<file path="src/rtl/kbd_fifo_if.sv">
// Handshake/data bundle between the keyboard scancode FIFO and its port controller.
// The master side produces the scancode strobes and controller pulses; the slave side is the FIFO.
interface kbd_fifo_if #(
    parameter int DEPTH_LOG2 = 4
);
    logic [7:0]          ps2_data;
    logic                ps2_hit;
    logic                rd;
    logic                ack;
    logic                clr;
    logic [7:0]          q;
    logic [DEPTH_LOG2:0] count;
    logic                empty;
    logic                full;
    logic                overflow;
    logic                irq;

    modport master (
        output ps2_data, ps2_hit, rd, ack, clr,
        input  q, count, empty, full, overflow, irq
    );

    modport slave (
        input  ps2_data, ps2_hit, rd, ack, clr,
        output q, count, empty, full, overflow, irq
    );
endinterface

</file>
<file path="src/rtl/kbd_fifo.sv">
// Keyboard scancode FIFO (circular buffer + count) with a level IRQ handshake FSM.
// Optional KBD_FIFO_OVERRUN_MARK_EN: a byte arriving while full replaces the newest entry with 8'hFF.
module kbd_fifo #(
    parameter int DEPTH_LOG2 = 4
) (
    input  logic       clock,
    input  logic       reset,
    kbd_fifo_if.slave  bus
);
    localparam int                      DEPTH    = 2 ** DEPTH_LOG2;
    localparam logic [DEPTH_LOG2-1:0]   PTR_ONE  = DEPTH_LOG2'(1);
    localparam logic [DEPTH_LOG2:0]     CNT_ONE  = (DEPTH_LOG2 + 1)'(1);
    localparam logic [DEPTH_LOG2:0]     CNT_ZERO = '0;
    localparam logic [DEPTH_LOG2:0]     CNT_FULL = CNT_ONE << DEPTH_LOG2;

    typedef enum logic [1:0] {
        IRQ_IDLE   = 2'd0,
        IRQ_PEND   = 2'd1,
        IRQ_SERVED = 2'd2
    } irq_state_e;

    logic [7:0]            mem_r [DEPTH];
    logic [DEPTH_LOG2-1:0] wr_ptr_r;
    logic [DEPTH_LOG2-1:0] rd_ptr_r;
    logic [DEPTH_LOG2:0]   count_r;
    logic [7:0]            q_r;
    logic                  empty_r;
    logic                  full_r;
    logic                  overflow_r;
    logic                  irq_r;
    irq_state_e            irq_state_r;

    logic                  do_wr_s;
    logic                  do_rd_s;
    logic                  lost_s;
    logic                  mem_we_s;
    logic [DEPTH_LOG2-1:0] wr_addr_s;
    logic [7:0]            wr_byte_s;
    logic [DEPTH_LOG2-1:0] wr_ptr_nxt_s;
    logic [DEPTH_LOG2-1:0] rd_ptr_nxt_s;
    logic [DEPTH_LOG2:0]   count_nxt_s;
    logic [7:0]            q_nxt_s;

    // Next-state datapath: accepted push/pop, storage write port and the next head byte.
    always_comb begin
        do_rd_s      = bus.rd & ~empty_r;
        do_wr_s      = bus.ps2_hit & (~full_r | bus.rd);
        lost_s       = bus.ps2_hit & full_r & ~bus.rd;
        wr_ptr_nxt_s = do_wr_s ? (wr_ptr_r + PTR_ONE) : wr_ptr_r;
        rd_ptr_nxt_s = do_rd_s ? (rd_ptr_r + PTR_ONE) : rd_ptr_r;

        if (do_wr_s && !do_rd_s) begin
            count_nxt_s = count_r + CNT_ONE;
        end else if (do_rd_s && !do_wr_s) begin
            count_nxt_s = count_r - CNT_ONE;
        end else begin
            count_nxt_s = count_r;
        end

`ifdef KBD_FIFO_OVERRUN_MARK_EN
        mem_we_s  = do_wr_s | lost_s;
        wr_addr_s = do_wr_s ? wr_ptr_r : (wr_ptr_r - PTR_ONE);
        wr_byte_s = do_wr_s ? bus.ps2_data : 8'hFF;
`else
        mem_we_s  = do_wr_s;
        wr_addr_s = wr_ptr_r;
        wr_byte_s = bus.ps2_data;
`endif

        // The head may be the slot written on this same edge, so bypass the array then.
        if (count_nxt_s == CNT_ZERO) begin
            q_nxt_s = 8'h00;
        end else if (mem_we_s && (wr_addr_s == rd_ptr_nxt_s)) begin
            q_nxt_s = wr_byte_s;
        end else begin
            q_nxt_s = mem_r[rd_ptr_nxt_s];
        end
    end

    // Storage array; deliberately not reset, q masks stale contents while empty.
    always_ff @(posedge clock) begin
        if (mem_we_s && !bus.clr) begin
            mem_r[wr_addr_s] <= wr_byte_s;
        end
    end

    // Pointers, count, status flags and registered head byte; clr acts as synchronous flush.
    always_ff @(posedge clock or posedge reset) begin
        if (reset) begin
            wr_ptr_r   <= '0;
            rd_ptr_r   <= '0;
            count_r    <= CNT_ZERO;
            q_r        <= 8'h00;
            empty_r    <= 1'b1;
            full_r     <= 1'b0;
            overflow_r <= 1'b0;
        end else if (bus.clr) begin
            wr_ptr_r   <= '0;
            rd_ptr_r   <= '0;
            count_r    <= CNT_ZERO;
            q_r        <= 8'h00;
            empty_r    <= 1'b1;
            full_r     <= 1'b0;
            overflow_r <= 1'b0;
        end else begin
            wr_ptr_r   <= wr_ptr_nxt_s;
            rd_ptr_r   <= rd_ptr_nxt_s;
            count_r    <= count_nxt_s;
            q_r        <= q_nxt_s;
            empty_r    <= (count_nxt_s == CNT_ZERO);
            full_r     <= (count_nxt_s == CNT_FULL);
            overflow_r <= overflow_r | lost_s;
        end
    end

    // IRQ handshake FSM; irq is high exactly while in PEND.
    always_ff @(posedge clock or posedge reset) begin
        if (reset) begin
            irq_state_r <= IRQ_IDLE;
            irq_r       <= 1'b0;
        end else if (bus.clr) begin
            irq_state_r <= IRQ_IDLE;
            irq_r       <= 1'b0;
        end else begin
            case (irq_state_r)
                IRQ_IDLE: begin
                    if (count_r != CNT_ZERO) begin
                        irq_state_r <= IRQ_PEND;
                        irq_r       <= 1'b1;
                    end else begin
                        irq_state_r <= IRQ_IDLE;
                        irq_r       <= 1'b0;
                    end
                end
                IRQ_PEND: begin
                    if (bus.ack) begin
                        irq_state_r <= IRQ_SERVED;
                        irq_r       <= 1'b0;
                    end else begin
                        irq_state_r <= IRQ_PEND;
                        irq_r       <= 1'b1;
                    end
                end
                IRQ_SERVED: begin
                    if (bus.rd) begin
                        irq_state_r <= IRQ_IDLE;
                    end else begin
                        irq_state_r <= IRQ_SERVED;
                    end
                    irq_r <= 1'b0;
                end
                default: begin
                    irq_state_r <= IRQ_IDLE;
                    irq_r       <= 1'b0;
                end
            endcase
        end
    end

    assign bus.q        = q_r;
    assign bus.count    = count_r;
    assign bus.empty    = empty_r;
    assign bus.full     = full_r;
    assign bus.overflow = overflow_r;
    assign bus.irq      = irq_r;
endmodule

</file>
<file path="src/flat_wrapper.sv">
// flat-port wrapper written by rule: the top's interface ports become plain ports
module kbd_fifo_flat 
#(
    parameter int DEPTH_LOG2 = 4
)
  (clock, reset, bus_ps2_data, bus_ps2_hit, bus_rd, bus_ack, bus_clr, bus_q, bus_count, bus_empty, bus_full, bus_overflow, bus_irq);
  kbd_fifo_if #(.DEPTH_LOG2(DEPTH_LOG2)) bus_i ();
  input  logic clock;
  input  logic reset;
  input wire logic [$bits(bus_i.ps2_data)-1:0] bus_ps2_data;
  input wire logic [$bits(bus_i.ps2_hit)-1:0] bus_ps2_hit;
  input wire logic [$bits(bus_i.rd)-1:0] bus_rd;
  input wire logic [$bits(bus_i.ack)-1:0] bus_ack;
  input wire logic [$bits(bus_i.clr)-1:0] bus_clr;
  output wire logic [$bits(bus_i.q)-1:0] bus_q;
  output wire logic [$bits(bus_i.count)-1:0] bus_count;
  output wire logic [$bits(bus_i.empty)-1:0] bus_empty;
  output wire logic [$bits(bus_i.full)-1:0] bus_full;
  output wire logic [$bits(bus_i.overflow)-1:0] bus_overflow;
  output wire logic [$bits(bus_i.irq)-1:0] bus_irq;
  assign bus_i.ps2_data = bus_ps2_data;
  assign bus_i.ps2_hit = bus_ps2_hit;
  assign bus_i.rd = bus_rd;
  assign bus_i.ack = bus_ack;
  assign bus_i.clr = bus_clr;
  assign bus_q = bus_i.q;
  assign bus_count = bus_i.count;
  assign bus_empty = bus_i.empty;
  assign bus_full = bus_i.full;
  assign bus_overflow = bus_i.overflow;
  assign bus_irq = bus_i.irq;
  kbd_fifo #(.DEPTH_LOG2(DEPTH_LOG2)) u_core (.clock(clock), .reset(reset), .bus(bus_i));
endmodule
</file>
<file path="config.mk">
export PLATFORM = sky130hd
export DESIGN_NAME = kbd_fifo_flat
export DESIGN_NICKNAME = d
export VERILOG_FILES = /design/src/rtl/kbd_fifo_if.sv /design/src/rtl/kbd_fifo.sv /design/src/flat_wrapper.sv
export SDC_FILE = /design/constraint.sdc
export NUM_CORES = 1
export LEC_CHECK = 0
export BUFFER_PORTS_ARGS = -buffer_cell sky130_fd_sc_hd__buf_2
export CORE_AREA = 4 4 136 138
export DETAILED_ROUTE_END_ITERATION = 12
export DIE_AREA = 0 0 140 142
export GPL_ROUTABILITY_DRIVEN = 0
export HOLD_SLACK_MARGIN = 0.15
export PLACE_DENSITY = 0.65
export SKIP_LAST_GASP = 1
export SYNTH_ARGS = -nofsm -noshare
export SYNTH_HDL_FRONTEND = slang
export SYNTH_SLANG_ARGS = --single-unit
</file>
<file path="constraint.sdc">
create_clock -name clock -period 3.05 [get_ports clock]
set_input_delay 0.305 -clock clock [delete_from_list [all_inputs] [get_ports clock]]
set_output_delay 0.305 -clock clock [all_outputs]
set_load 0.01 [all_outputs]
</file>
==> run summary, run 1 <==
status - finished, final reports clean
Synth area leader - edfxtp_1
min Tclk post-route - 3010 ps
synth top area cells - edfxtp_1 50%, dfrtp_1 8.5%, a21oi_1 5.0%
Static Leakage - 0.00304 uW
Max VDD drop - 0.391 mV
worst reg-to-reg path cell count - 8
number of diodes - 0
Starting Density - 44.6%
Die Span X - 140 um
Routed met1 length - 8470 um
Synth Instances - 680
gr usage total - 20.8%
Most used DFF post-synth - edfxtp_1
RSZ-0062 raised after global routing - false
Final Cycle Share - 98.8%
logic gate share of total power - 29.2%
final net count - 707
vias in the first global route - 5,763
Power Density - 749 nW/um^2
Tightest Pin Transition - 1170 ps
initial antenna violation count - 0
Worst EP required - 3400 ps
final hold violation count - 0
chip height - 142 um
total wire length - 20,500 um
met3 wire len - 1560 um
Max-Slew Margin vs Limit - 21.9%
Fill cells - 1,521
row cnt - 48
ys async rst share - 17.4%
HPWL Detailed - 12,800 um
vias per cell - 6.37
share of cells above drive strength 1 - 12.3%
final setup violation count - 0
YS warnings - 0
setup TNS - 0 ps
WL met2 - 10,100 um
Internal Power - 4240 uW
register area share after synthesis - 59.0%
Num CTS Buffers - 17
htree depth - 4
drt drc - 0
syn_area_per_cell - 11.3 sq um
share of the synthesized area in the top cell type - 50.2%
number of port buffers - 30
Cell Chain, Critical Path - clkinv_1, buf_4, a21oi_1, nand2_1, a41oi_1, o311ai_0, o211ai_1, o2bb2ai_1
WP data arrival - 3360 ps
max-cap violations - 0
Worst-path clk slew - 60 ps
EDFF count, synth - 128
Seq cells post-synth - 155
uppermost layer routed - met4
Post-Syn Area - 7660 sq um
initial DRC count - 734
clock share of power - 31.6%
crit path max fanout - 57
global route overflow - 0
worst r2r src - u_core.rd_ptr_r[0]$_DFF_PP0_
worst min path class - primary input to asynchronous set/reset pin
largest net degree at the start of global routing - 79
CORE AREA - 17,200 sq um
drt wl/cell - 22.1 um
vias post-DR - 5,883
first-pass GRT wire length - 32,200 um
crit path launch type - flip-flop
Max Slew Vio Count - 0
CP max stage delay - 950 ps
PostCTS Resize Cnt - 0
FF/Latch Area - 4520 sq um
most common cell in the netlist - edfxtp_1
area grow syn2layout - 11.6%
sequential power share - 39.2%
CTS max path bufs - 2
reg-to-reg endpoint - u_core.bus.q[7]$_DFF_PP0_
Setup crit end kind - flip-flop
clk root buf - clkbuf_16
CP Class - flip-flop to flip-flop
IO Pins - 31
syn_nets - 701
slack of the worst reg-to-reg path - 40 ps
Clock Latency Late Sink - 430 ps
Highest Clock Rate - 332 MHz
Synth top cells by count - 128 x edfxtp_1, 76 x a21oi_1, 67 x nand2_1
P_sw - 2170 uW
footprint of the multi-input gates - 2850 sq um
clock sink count - 155
First-pass DRT Iterations - 6
antenna viol nets, final - 0
total power - 6410 uW
setup bufs post-CTS - 0
Switching Fraction - 33.9%
Crit-path slowest cell - o311ai_0
CTS tree - yes
hold_buf cts - 1
Clock Skew - 7.41 ps
die area - 19,900 sq um
Netlist cell types - 58
[layer usage]
layer  up-vias  track usage, %
met5         -               0
met4         0            7.04
met3        32            4.33
met2       281            35.0
met1      2941            27.2
li1       2629               -
[cell families (layout without fill, tap and decap cells)]
group,count (synthesis),in the layout,share of synthesized area [%]
compound gates,229,229,19.7
fa+ha+maj,7,7,1.14
flops,155,155,59.0
xor+xnor,17,17,2.14
buf+inv,73,92,3.97
mux,7,7,1.36
simple gates,192,192,12.7
[critical path: cells and delay by family (launching register included)]
family | cells | cell delay, ps
DFF | 1 | 470
AOI/OAI and AO/OA | 5 | 1630
buffers and inverters | 2 | 630
and+or+nand+nor | 1 | 130
[cell type report]
cell class,instances,share of cell area [%]
Clock buffer,19,5.06
Clock inverter,13,1.48
Inverter,17,0.746
Multi-Input combinational cell,452,33.3
Sequential cell,155,52.9
Tap cell,225,3.29
Timing Repair Buffer,43,3.22
[power by group through the flow]
stage	Sequential (uW)	Clock (uW)	Combinational, uW
2_1_floorplan	2530	0	1260
3_3_place_gp	2550	0	1800
3_5_place_dp	2550	0	1850
4_1_cts	2510	2040	1860
5_1_grt	2520	2140	2030
6_report	2510	2030	1870
[flip-flops by register name, indices dropped and copies added (netlist names)]
name / cells
u_core.rd_ptr_r: 4
u_core.bus.overflow: 1
u_core.bus.full: 1
u_core.bus.q: 8
u_core.bus.empty: 1
u_core.bus.irq: 1
u_core.wr_addr_s: 4
u_core.mem_r: 128
u_core.irq_state_r: 2
u_core.bus.count: 5
[stage by stage]
stage	hold WS [ps]	cells	area (sq um)	worst slack, ps	util (%)
after floorplan	357	680	7660	782	-
after global placement	470	891	7980	260	46.5
after detailed placement	481	891	7980	215	46.5
after CTS	216	924	8550	215	49.8
after global routing	285	924	8550	8.98	49.8
final	187	924	8550	35.3	49.8
[worst max path at each step]
| stage | slack (ps) | end | cells after the start | start |
|---|---|---|---|---|
| 6_report | 40 | u_core.bus.q[7]$_DFF_PP0_ | 8 | u_core.rd_ptr_r[0]$_DFF_PP0_ |
| 3_3_place_gp | 260 | u_core.bus.q[7]$_DFF_PP0_ | 8 | u_core.rd_ptr_r[0]$_DFF_PP0_ |
| 4_1_cts | 220 | u_core.bus.q[7]$_DFF_PP0_ | 8 | u_core.rd_ptr_r[0]$_DFF_PP0_ |
| 2_1_floorplan | 780 | u_core.bus.q[0]$_DFF_PP0_ | 10 | u_core.bus.empty$_DFF_PP1_ |
| 3_5_place_dp | 220 | u_core.bus.q[5]$_DFF_PP0_ | 9 | bus_rd |
| 5_1_grt | 9 | u_core.bus.q[7]$_DFF_PP0_ | 8 | u_core.rd_ptr_r[0]$_DFF_PP0_ |
[cells in the final DEF, fill, tap and decap left out, types with 3 or more instances in the layout]
cell,n
buf_2,30
xnor2_1,9
nor2b_1,3
nor2_1,19
o311ai_0,6
dfrtp_1,25
a211oi_1,19
o21ai_0,37
a41oi_1,7
nand3_1,33
ha_1,6
o22a_1,5
buf_4,10
nand4_1,22
clkinv_2,6
nand2b_1,5
o2bb2ai_1,6
mux2i_1,3
a31oi_1,5
and2_1,13
a22oi_1,17
a21oi_1,76
nor4_1,3
a211o_1,13
inv_1,16
o211ai_1,13
edfxtp_1,128
nor3_1,7
xor2_1,5
clkbuf_16,17
nand2_1,67
xnor2_2,3
and3_1,6
a21o_1,14
No activity file was read; power rests on OpenSTA's default activity.
==> inputs of run 2 (changes only) <==
ABC_CLOCK_PERIOD_IN_PS = 3050   (was not set)
CORE_AREA = 2 2 134 136   (was 4 4 136 138)
DIE_AREA = 0 0 136 138   (was 0 0 140 142)
RECOVER_POWER = 50   (was not set)
==> run 2 against run 1 <==
Effect of this change: critical path depth shrank 1; largest cell class unchanged; count of clock-buffer cells in the layout shrank 1; critical endpoint is now u_core.bus.q[1]$_DFF_PP0_; sequential cell count is the same; cell count grew 0.76%; largest power group unchanged.
==> run summary, run 2 (same netlist as run 1, synthesis figures left out) <==
status - finished, final reports clean
area grow syn2layout - 12.3%
first-pass GRT wire length - 31,500 um (-2.0%)
die area - 18,800 sq um (-5.6%)
Power Density - 766 nW/um^2 (+2.2%)
Buf/Inv on CP - 1 (-1)
vias post-DR - 5,870 (-0.22%)
RSZ-0062 raised after global routing - false
global route overflow - 0 (unchanged)
vias per cell - 6.31 (-0.97%)
vias in the first global route - 5,620 (-2.5%)
slack of the worst reg-to-reg path - 490 ps (+450 ps)
Max VDD drop - 0.412 mV (+5.5%)
Crit-path slowest cell - dfstp_2
Num CTS Buffers - 17 (unchanged)
final hold violation count - 0 (unchanged)
Final Cycle Share - 83.9% (-15 points)
First-pass DRT Iterations - 7 (+1)
CTS max path bufs - 2 (unchanged)
antenna viol nets, final - 0 (unchanged)
Setup crit end kind - flip-flop
Static Leakage - 0.00304 uW (-0.16%)
setup ws final - 490 ps (+454 ps)
HPWL Detailed - 12,900 um (+0.85%)
initial DRC count - 689 (-6.1%)
final setup violation count - 0 (unchanged)
Die Span X - 136 um (-2.9%)
PostCTS Resize Cnt - 0 (unchanged)
max-cap violations - 0 (unchanged)
Clock Latency Late Sink - 420 ps (about the same)
final net count - 710 (+0.42%)
Tightest Pin Transition - 1110 ps (-60.4 ps)
clk root buf - clkbuf_16
WP data arrival - 2910 ps (-450 ps)
CP Class - flip-flop to flip-flop
Clock Skew - 8.18 ps (+0.765 ps)
final core utilization - 49.1% (-0.73 points)
Biggest register - u_core.mem_r
most common cell after layout, fill and taps aside - edfxtp_1
Highest Clock Rate - 391 MHz (+18%)
gr usage total - 22.4% (+1.5 points)
crit path max fanout - 14 (-75%)
drt wl/cell - 22.0 um (-0.78%)
Max Slew Vio Count - 0 (unchanged)
commonest cells after routing, fill and taps aside - 128 x edfxtp_1, 76 x a21oi_1, 67 x nand2_1, 37 x o21ai_0, 33 x nand3_1
Cell Chain, Critical Path - nor2b_4, xnor2_2, buf_4, a41oi_1, o311ai_0, o211ai_1, o2bb2ai_1
largest net degree at the start of global routing - 60 (-24%)
htree depth - 4 (unchanged)
clock sink count - 155 (unchanged)
Setup WS pre-CTS - 469 ps (+254 ps)
drt drc - 0 (unchanged)
setup bufs post-CTS - 0 (unchanged)
share of cells above drive strength 1 - 11.1% (-1.2 points)
Max-Slew Margin vs Limit - 25.9% (+4.0 points)
delay-heaviest family, CP - compound AO/OA/AOI/OAI gates
Worst-path clk slew - 60 ps (about the same)
CORE AREA - 17,500 sq um (+2.1%)
number of port buffers - 30 (unchanged)
number of diodes - 0 (unchanged)
CTS tree - yes
crit path launch type - flip-flop
worst min path class - primary input to asynchronous set/reset pin
initial antenna violation count - 0 (unchanged)
IO Pins - 31 (unchanged)
chip height - 138 um (-2.8%)
setup TNS - 0 ps (unchanged)
max FFs per register - 128 (unchanged)
total wire length - 20,500 um (about the same)
Starting Density - 43.7% (-0.91 points)
Worst EP required - 3400 ps (about the same)
row cnt - 49 (+2.1%)
min Tclk post-route - 2560 ps (-454 ps)
CP max stage delay - 660 ps (-290 ps)
run 2: cell count changes in the layout (fill, tap and decap cells not counted):
| cell | previous run | this run |
|---|---|---|
| clkbuf_1 | 2 | 14 |
| buf_2 | 30 | 17 |
| clkinv_2 | 6 | 2 |
| inv_6 | 1 | 2 |
| clkinv_1 | 2 | 1 |
| bufinv_16 | 2 | 4 |
| clkinvlp_4 | 2 | 1 |
| inv_2 | 0 | 1 |
| clkinv_4 | 1 | 4 |
| buf_4 | 10 | 15 |
| buf_12 | 2 | 0 |
run 2: power breakdown:
part | internal [uW] | leakage, uW | switching (uW)
Clock | 1370 | 0.000302 | 844
Combinational | 624 | 0.00122 | 1230
Sequential | 2400 | 0.00151 | 115
run 2: timing repair:
item / CTS / global route
hold buffers: 1 / 0
endpoints found under the hold margin: 2 / 0
setup endpoints to repair: 0 / 0
run 2: path summary, 6_finish.rpt:
check | startpoint | endpoint | cells past startpoint
setup / recovery | u_core.bus.empty$_DFF_PP1_ | u_core.bus.q[1]$_DFF_PP0_ | 7
hold / removal | reset | u_core.bus.irq$_DFF_PP0_ | 2
setup reg to reg | u_core.bus.empty$_DFF_PP1_ | u_core.bus.q[1]$_DFF_PP0_ | 7
hold reg to reg | u_core.irq_state_r[1]$_DFF_PP0_ | u_core.irq_state_r[0]$_DFF_PP0_ | 1
max in group asynchronous | reset | u_core.rd_ptr_r[0]$_DFF_PP0_ | 2
min in group clock | bus_clr | u_core.bus.count[2]$_DFF_PP0_ | 2
run 2: cell type report:
class                   count  area [sq um]
clock buffers              18           429
clock inverters            14           194
fillers                  1563          8930
inverters                  17          63.8
multi-input cells         452          2850
flip-flops and latches    155          4520
well taps                 229           287
repair buffers             46           256
run 2: metal layers:
metal  vias to the layer above  wire length (um)  GRT usage [%]
met2                       240              9850           34.6
li1                       2629                 -              -
met5                         -                 0              0
met4                         0               725           11.4
met3                        48              1370           4.44
met1                      2953              8510           29.8
run 2: metrics by stage:
stage,cell area (sq um),instances,hold slack (ps),power [uW]
after floorplan,7660,680,357,3790
after global placement,7990,898,460,4320
after detailed placement,7990,898,477,4380
after CTS,8620,931,174,6590
after global routing,8600,931,233,6870
final,8600,931,157,6590
==> inputs of run 3 (changes only) <==
ABC_CLOCK_PERIOD_IN_PS = 2200   (was 3050)
PLACE_DENSITY = 0.68   (was 0.65)
clock period = 2.2 ns   (was 3.05 ns; I/O delays follow)
==> run 3 against run 2 <==
Effect of this change: combinational power grew 78%; sequential share of layout area is 4.9 points lower; non-clock buffer count up 71; highest routed layer unchanged; sequential power rose by 38%; worst setup slack worse by 680 ps; total power is 48% higher; cell count increased by 7.6%; global-route usage is 0.92 points higher; the run now ends with setup timing left; worst hold slack improved by 21 ps.
==> run summary, run 3 (same netlist as run 1, synthesis figures left out) <==
worst min path class - primary input to flip-flop
Routed met1 length - 8480 um (-0.40%)
vias per cell - 6.14 (-2.7%)
area grow syn2layout - 24.0%
vias in the first global route - 6,173 (+9.8%)
Min-Delay Path Depth - 2
Worst EP required - 2520 ps (-880 ps)
Worst-path clk slew - 60 ps (about the same)
number of diodes - 0 (unchanged)
met3 wire len - 1390 um (+1.9%)
WHS Endpoint - u_core.bus.count[2]$_DFF_PP0_
clk root buf - clkbuf_16
initial antenna violation count - 0 (unchanged)
Max Slew Vio Count - 0 (unchanged)
RSZ-0062 raised after global routing - true
Cell Chain, Critical Path - buf_4, ha_4, nand4_1, nor3_4, a21oi_2, mux2_4, o41ai_4, buf_4, buf_4, nor2_2, a32o_1
Placed Cells incl. Taps - 962 (+7.1%)
CTS max path bufs - 2 (unchanged)
Max-Slew Margin vs Limit - 38.4% (+12 points)
Final Cycle Share - 109% (+25 points)
final setup violation count - 8 (+8)
Tightest Pin Transition - 925 ps (-185 ps)
Hold Crit Start - bus_clr
row cnt - 49 (unchanged)
global route overflow - 0 (unchanged)
crit path max fanout - 5 (-9)
Static Leakage - 0.00345 uW (+14%)
CORE AREA - 17,500 sq um (unchanged)
final hold violation count - 0 (unchanged)
violated checks - setup timing
Max VDD drop - 0.673 mV (+63%)
max-cap violations - 0 (unchanged)
Starting Density - 43.7% (unchanged)
WL met2 - 10,500 um (+6.3%)
Highest Clock Rate - 417 MHz (+6.9%)
drt drc - 0 (unchanged)
slack of the worst reg-to-reg path - -200 ps (-680 ps)
Clock Skew - 4.31 ps (-3.86 ps)
Power Density - 1020 nW/um^2 (+34%)
Buf/Inv on CP - 3 (+2)
htree depth - 4 (unchanged)
gr usage total - 23.3% (+0.92 points)
initial DRC count - 736 (+6.8%)
share of cells above drive strength 1 - 20.4% (+9.3 points)
Setup crit end kind - flip-flop
uppermost layer routed - met4
Num CTS Buffers - 17 (unchanged)
final net count - 781 (+10%)
worst r2r src - u_core.bus.count[1]$_DFF_PP0_
most common cell after layout, fill and taps aside - edfxtp_1
largest net degree at the start of global routing - 48 (-20%)
Finished Cell Area - 9500 sq um (+10%)
drt wl/cell - 21.0 um (-4.5%)
Clock Latency Late Sink - 430 ps (about the same)
Crit-path slowest cell - dfrtp_2
WP data arrival - 2710 ps (-200 ps)
HPWL Detailed - 13,800 um (+7.1%)
delay-heaviest family, CP - compound AO/OA/AOI/OAI gates
Post-DP Area - 8780 sq um (+9.9%)
Hold WS - 179 ps (+21.3 ps)
clock sink count - 155 (unchanged)
die area - 18,800 sq um (unchanged)
total power - 9740 uW (+48%)
Die Span X - 136 um (unchanged)
CP max stage delay - 420 ps (-240 ps)
first-pass GRT wire length - 33,400 um (+6.0%)
chip height - 138 um (unchanged)
IO Pins - 31 (unchanged)
Worst path most repeated cell - buf_4
First-pass DRT Iterations - 5 (-2)
min Tclk post-route - 2400 ps (-165 ps)
setup TNS - -1310 ps (-1310 ps)
total wire length - 21,000 um (+2.8%)
worst reg-to-reg path cell count - 11 (+4)
CTS tree - yes
max FFs per register - 128 (unchanged)
antenna viol nets, final - 0 (unchanged)
commonest cells after routing, fill and taps aside - 128 x edfxtp_1, 74 x a21oi_1, 67 x nand2_1, 59 x buf_4, 37 x o21ai_0
CP Class - flip-flop to flip-flop
setup ws final - -195 ps (-685 ps)
vias post-DR - 6,150 (+4.8%)
status - complete, but fails checks
number of port buffers - 30 (unchanged)
reg-to-reg endpoint - u_core.bus.q[6]$_DFF_PP0_
crit path launch type - flip-flop
Biggest register - u_core.mem_r
fin cells - 1,002 (+7.6%)
run 3: cell count changes in the layout (fill, tap and decap cells not counted), sizes merged:
cell,change
inv,-2
dlygate4sd3,+1
bufinv,-1
clkbuf,+5
buf,+65
clkinvlp,+3
run 3: how the worst max path moves through the flow:
stage	startpoint	to	depth (start not counted)
6_report	u_core.bus.count[1]$_DFF_PP0_	u_core.bus.q[6]$_DFF_PP0_	11
5_1_grt	u_core.bus.empty$_DFF_PP1_	u_core.bus.q[0]$_DFF_PP0_	10
4_1_cts	u_core.rd_ptr_r[0]$_DFF_PP0_	u_core.bus.q[0]$_DFF_PP0_	8
3_5_place_dp	u_core.bus.empty$_DFF_PP1_	u_core.bus.q[2]$_DFF_PP0_	8
3_3_place_gp	u_core.bus.empty$_DFF_PP1_	u_core.bus.q[7]$_DFF_PP0_	8
2_1_floorplan	u_core.bus.empty$_DFF_PP1_	u_core.bus.q[0]$_DFF_PP0_	10
run 3: layout make-up:
type / count / area (sq um)
Tap cell: 229 / 287
Sequential cell: 155 / 4530
Fill cell: 1427 / 8030
Timing Repair Buffer: 117 / 1080
Clock buffer: 18 / 429
Multi-Input combinational cell: 452 / 2940
Clock inverter: 14 / 171
Inverter: 17 / 63.8
run 3: layer usage:
layer | up-vias | track usage (%)
met5 | - | 0
met4 | 0 | 11.2
met3 | 70 | 3.56
met2 | 324 | 38.0
met1 | 2983 | 30.3
li1 | 2773 | -
run 3: what timing repair did:
action / in CTS / in global routing
buffers inserted: 3 / 4
hold endpoints to repair: 17 / 0
pin swaps: 6 / 1
hold buffers: 2 / 0
endpoints found under the setup margin: 8 / 8
gates resized for setup: 13 / 4
run 3: metrics by stage:
stage	utilization, %	setup WS [ps]
after floorplan	-	1.58
after global placement	50.1	-58.5
after detailed placement	50.1	-159
after CTS	54.1	-135
after global routing	54.2	-295
final	54.2	-195
run 3: power breakdown:
part	total (uW)	switching [uW]	internal, uW
clock	2960	1170	1780
combinational	3310	1890	1430
sequential	3470	137	3330
total	9740	3200	6540
